$ cat src/rtl/video_tpg_timing.sv
// video_tpg_timing: raster timing generator with bar, gradient, checker and solid test patterns.
// All outputs are registered one clock after the counter state they describe.
module video_tpg_timing #(
  parameter int   H_ACTIVE = 640,
  parameter int   H_FP     = 16,
  parameter int   H_SYNC   = 96,
  parameter int   H_BP     = 48,
  parameter int   V_ACTIVE = 480,
  parameter int   V_FP     = 10,
  parameter int   V_SYNC   = 2,
  parameter int   V_BP     = 33,
  parameter logic HS_POL   = 1'b0,
  parameter logic VS_POL   = 1'b0
) (
  input  logic        CLK,
  input  logic        RSTn,
  input  logic        en,
  input  logic [1:0]  pattern_sel,
  input  logic [23:0] solid_rgb,
  output logic [23:0] vdata,
  output logic        hsync,
  output logic        vsync,
  output logic        de,
  output logic        frame_start
);
  localparam int H_TOTAL = H_ACTIVE + H_FP + H_SYNC + H_BP;
  localparam int V_TOTAL = V_ACTIVE + V_FP + V_SYNC + V_BP;
  localparam int HW      = $clog2(H_TOTAL + 1);
  localparam int VW      = $clog2(V_TOTAL + 1);
  localparam int BAR_W   = H_ACTIVE / 8;
  localparam int BW      = $clog2(BAR_W + 1);
  localparam logic [HW-1:0] H_LAST = HW'(H_TOTAL - 1);
  localparam logic [HW-1:0] H_ACT  = HW'(H_ACTIVE);
  localparam logic [HW-1:0] HS_BEG = HW'(H_ACTIVE + H_FP);
  localparam logic [HW-1:0] HS_END = HW'(H_ACTIVE + H_FP + H_SYNC);
  localparam logic [VW-1:0] V_LAST = VW'(V_TOTAL - 1);
  localparam logic [VW-1:0] V_ACT  = VW'(V_ACTIVE);
  localparam logic [VW-1:0] VS_BEG = VW'(V_ACTIVE + V_FP);
  localparam logic [VW-1:0] VS_END = VW'(V_ACTIVE + V_FP + V_SYNC);
  localparam logic [BW-1:0] B_LAST = BW'(BAR_W - 1);
  // Element 0 is the leftmost bar.
  localparam logic [7:0][23:0] BARS = {24'h000000, 24'h0000FF, 24'hFF0000, 24'hFF00FF,
                                       24'h00FF00, 24'h00FFFF, 24'hFFFF00, 24'hFFFFFF};

  logic [HW-1:0] r_h;
  logic [VW-1:0] r_v;
  logic [7:0]    r_frame;
  logic [1:0]    r_pat;
  logic [2:0]    r_bidx;
  logic [BW-1:0] r_bsub;
  logic          w_h_wrap, w_v_wrap, w_origin, w_active, w_hs, w_vs, w_chk, w_bar_end;
  logic [1:0]    w_pat;
  logic [7:0]    w_h8;
  logic [23:0]   w_pix;

  always_comb begin
    w_h_wrap  = r_h == H_LAST;
    w_v_wrap  = w_h_wrap && (r_v == V_LAST);
    w_origin  = (r_h == '0) && (r_v == '0);
    w_active  = (r_h < H_ACT) && (r_v < V_ACT);
    w_hs      = (r_h >= HS_BEG) && (r_h < HS_END);
    w_vs      = (r_v >= VS_BEG) && (r_v < VS_END);
    w_bar_end = r_bsub == B_LAST;
    w_h8      = 8'(r_h);
    w_chk     = (|((w_h8 + r_frame) & 8'h20)) ^ (|(r_v & VW'(32)));
    // The select takes effect on the very pixel where it is latched.
    w_pat     = w_origin ? pattern_sel : r_pat;
    w_pix     = (w_pat == 2'd0) ? BARS[r_bidx] :
                (w_pat == 2'd1) ? {w_h8, w_h8, w_h8} :
                (w_pat == 2'd2) ? {24{w_chk}} : solid_rgb;
  end

  always_ff @(posedge CLK or negedge RSTn) begin
    if (!RSTn) begin
      r_h         <= '0;
      r_v         <= '0;
      r_frame     <= '0;
      r_pat       <= '0;
      r_bidx      <= '0;
      r_bsub      <= '0;
      vdata       <= '0;
      de          <= 1'b0;
      frame_start <= 1'b0;
      hsync       <= ~HS_POL;
      vsync       <= ~VS_POL;
    end else if (!en) begin
      r_h         <= '0;
      r_v         <= '0;
      r_bidx      <= '0;
      r_bsub      <= '0;
      vdata       <= '0;
      de          <= 1'b0;
      frame_start <= 1'b0;
      hsync       <= ~HS_POL;
      vsync       <= ~VS_POL;
    end else begin
      r_h <= w_h_wrap ? '0 : r_h + HW'(1);
      if (w_h_wrap) r_v <= w_v_wrap ? '0 : r_v + VW'(1);
      if (w_v_wrap) r_frame <= r_frame + 8'd1;
      if (w_origin) r_pat <= pattern_sel;
      // Bar position tracks h_cnt with a sub-counter; the last bar saturates.
      r_bsub <= (w_h_wrap || w_bar_end) ? '0 : r_bsub + BW'(1);
      if (w_h_wrap) r_bidx <= '0;
      else if (w_bar_end && r_bidx != 3'd7) r_bidx <= r_bidx + 3'd1;
      vdata       <= w_active ? w_pix : '0;
      de          <= w_active;
      frame_start <= w_origin;
      hsync       <= w_hs ? HS_POL : ~HS_POL;
      vsync       <= w_vs ? VS_POL : ~VS_POL;
    end
  end
endmodule

$ cat config.mk
export PLATFORM = sky130hd
export DESIGN_NAME = video_tpg_timing
export DESIGN_NICKNAME = d
export VERILOG_FILES = /design/src/rtl/video_tpg_timing.sv
export SDC_FILE = /design/constraint.sdc
export NUM_CORES = 1
export LEC_CHECK = 0
export CORE_MARGIN = 5
export CORE_UTILIZATION = 35
export DETAILED_ROUTE_END_ITERATION = 10
export GPL_TIMING_DRIVEN = 0
export HOLD_SLACK_MARGIN = 0.06
export PLACE_DENSITY_LB_ADDON = 0.12
export SLEW_MARGIN = 5
export SYNTH_ARGS = -nofsm -noshare
export SYNTH_HDL_FRONTEND = slang
export SYNTH_SLANG_ARGS = --single-unit
$ cat constraint.sdc
create_clock -name CLK -period 2.6 [get_ports CLK]
set_input_delay 0.52 -clock CLK [delete_from_list [all_inputs] [get_ports CLK]]
set_output_delay 0.52 -clock CLK [all_outputs]
set_load 0.05 [all_outputs]
==> impl_metrics.ini <==
[status]
status = finished, final reports clean

[synthesis]
synth-async-reset-ratio = 1.00
syn_area_per_cell_um2 = 10.2
yosys_warnings = 0
synth_top_area_share = 0.475
synth_seq_area_share = 0.491
syn_nets = 370
yosys.area.top_type = dfrtp_1
synth_edf_count = 0
yosysUniqueCellTypes = 47
synthTopCellsByArea = dfrtp_1 48%, a21oi_1 5.8%, nor4_1 4.8%
netlist_area_mm2 = 0.00337
synth_ff_type = dfrtp_1
ys_seq_elements = 66
netlist_instances = 329

[worst_setup_path]
critPathCaptureType = register
crit_path_max_incr_delay_ps = 570
r2r_slack_ps = 260
arrival_ps = 2660
crit_required_ps = 2840
crit_fanout = 9
reg2reg_depth = 8
critPathSlowestCell = clkdlybuf4s50_1
path_cells = clkdlybuf4s50_1 -> clkinv_1 -> nor4b_4 -> nand3_1 -> nor4_1
crit_type = input port to register
critPathLaunch = en
cp-start-kind = input port
r2r_start = r_v[1]$_DFFE_PN0P_
crit_end = vdata[12]$_DFF_PN0_
reg2reg_to = vdata[12]$_DFF_PN0_

[clock_tree]
clkSinkCount = 66
clock_latency_ps = 350
cts_root_buffer = clkbuf_8
cts_max_level = 3
tritoncts = done
clk_pin_slew_ps = 80
clockBufferDepth = 2
cts_setup_buffers = 0
hold_buffers = 0
numCtsBuffers = 9

[global_route]
grt.busiest_layer = met2
grt_usage = 0.154
use_met1 = 0.217
grt_pass1_vias = 2713
antenna_found_initial = 0
grt_overflow = 0
grt_pass1_wl_mm = 14.1
grt_start_max_net_pins = 67
groute.layer.met3.usage = 0.0430
met2_usage = 0.230

[cells_and_area]
utilization = 0.465
fin_cells = 530
drive_gt1_frac = 0.112
fillers = 939
antenna_cells = 0
layout_commonest_cell = dfrtp_1
final_cell_mix = 64 x dfrtp_1, 55 x clkdlybuf4s50_1, 39 x a21oi_1
area_delta_synth_final_pct = 28.6
fin_nets = 437

[power]
seqPwrFrac = 0.394
p_leak_nw = 1.84
p_sw_uw = 989
p_clk_frac = 0.336
comb_power_share = 0.271
peakVddDrop_mv = 0.322
p_int_mw = 1.96
p_sw_frac = 0.335
power_density_mw_per_mm2 = 681

[route]
antenna_left = 0
drt-initial-drc-count = 142
drc = 0
drt_wl_total_mm = 8.53
vias_per_cell = 5.25
vias = 2780
drt_first_pass_iters = 5
wl_per_cell_um = 16.1

[sta]
rsz0062_at_grt = true
fin_crit_ps = 2420
layout_setup_ws_ps = 180
fin_skew_ps = 9.68
finalHoldViolations = 0
finalCritPeriodShare = 0.931
worst_slew_pin_slew_ps = 834
slew_headroom = 0.444
setup_viol = 0
slew_viol_final = 0
maxClockFrequency_mhz = 413

[floorplan]
die_area_mm2 = 0.0117
fp.dieH_um = 108
die_x_um = 108
start_util = 0.361
core_mm2 = 0.00933
io_pins = 57
rows = 35

[placed_design]
port_buffers = 56
detailed_place_hpwl_mm = 6.13
place_ws_ps = -309
placed_cells = 514
globalplace.congestion = 0.795

[min_path]
hold_class = input port to async pin

[job]
cap_violations = 0
==> area by class of cell <==
type	instances	area (µm²)	area share
clock inverters	6	90.1	0.0208
inverters	8	30.0	0.00693
repair buffers	56	558	0.129
multi-input cells	240	1610	0.372
clock buffers	10	138	0.0317
flip-flops and latches	66	1650	0.382
well taps	129	161	0.0372
plain buffers	15	92.6	0.0214
==> cells in the mapped netlist (all sizes together) (3+ instances only) <==
cell type   n
xnor2      13
nor2b       5
clkbuf      8
nand3      16
o31ai       3
mux2        3
nand4      12
ha         12
buf         7
or3         3
a21oi      39
nor3b       4
xor2        9
nand2      16
nor2       26
and3        9
o211ai      3
o21ai      16
dfrtp      64
nor4       30
inv         7
==> state kept, by name, indices dropped and copies added (netlist names) <==
register / count
de: 1
frame_start: 1
hsync: 1
r_bidx: 3
r_bsub: 7
r_frame: 6
r_h: 10
r_pat: 2
r_v: 10
vdata: 24
vsync: 1
==> power by group through the flow <==
stage	logic, mW	registers, mW	clock network, mW
after floorplan	0.222	1.46	0
after global routing	0.844	1.18	1.06
final	0.799	1.16	0.991
after CTS	0.801	1.16	1.02
after global placement	0.795	1.18	0
after detailed placement	0.798	1.18	0
==> through the flow <==
stage	hold WS, ps	instance area, µm²	TNS [ps]	power (mW)
6_report	264	4340	0	2.95
2_1_floorplan	224	3370	0	1.68
3_5_place_dp	449	4090	-5340	1.98
4_1_cts	300	4320	0	2.98
5_1_grt	332	4340	-2.18	3.08
3_3_place_gp	443	4090	-87340	1.98
==> worst min path at each step <==
| stage | start | endpoint | slack (ps) | cells after the start |
|---|---|---|---|---|
| 3_5_place_dp | r_bsub[0]$_DFF_PN0_ | r_bsub[0]$_DFF_PN0_ | 450 | 1 |
| 2_1_floorplan | RSTn | de$_DFF_PN0_ | 220 | 0 |
| 3_3_place_gp | r_bsub[0]$_DFF_PN0_ | r_bsub[0]$_DFF_PN0_ | 440 | 1 |
| 5_1_grt | RSTn | r_bsub[4]$_DFF_PN0_ | 330 | 1 |
| 4_1_cts | RSTn | r_bsub[3]$_DFF_PN0_ | 300 | 1 |
| 6_report | RSTn | r_bsub[4]$_DFF_PN0_ | 260 | 1 |
==> logic make-up (layout without fill, tap and decap cells) <==
family                   count (synthesis)  count (layout)  share of synthesized area
adder cells (fa/ha/maj)                 12              12                     0.0445
AND/OR/NAND/NOR                        134             134                      0.243
buffers and inverters                   23              95                     0.0356
multiplexers                             3               3                     0.0100
AO/OA/AOI/OAI                           69              69                      0.119
flip-flops                              66              66                      0.491
XOR/XNOR                                22              22                     0.0572
==> repair_timing <==
action	4_1_cts	5_1_grt
endpoints found under the setup margin	0	24
endpoints found under the hold margin	0	0
gates resized for setup	0	7
==> layer usage <==
| layer | vias up | part of all wire |
|---|---|---|
| li1 | 1347 | - |
| met1 | 1348 | 0.47 |
| met2 | 77 | 0.45 |
| met3 | 8 | 0.063 |
| met4 | 0 | 0.012 |
| met5 | - | 0 |
==> worst max-delay path: cells and delay by family <==
family	cells	cell delay (ps)
buf+inv	2	890
simple gates	3	1230
(Power assumes the default switching activity.)
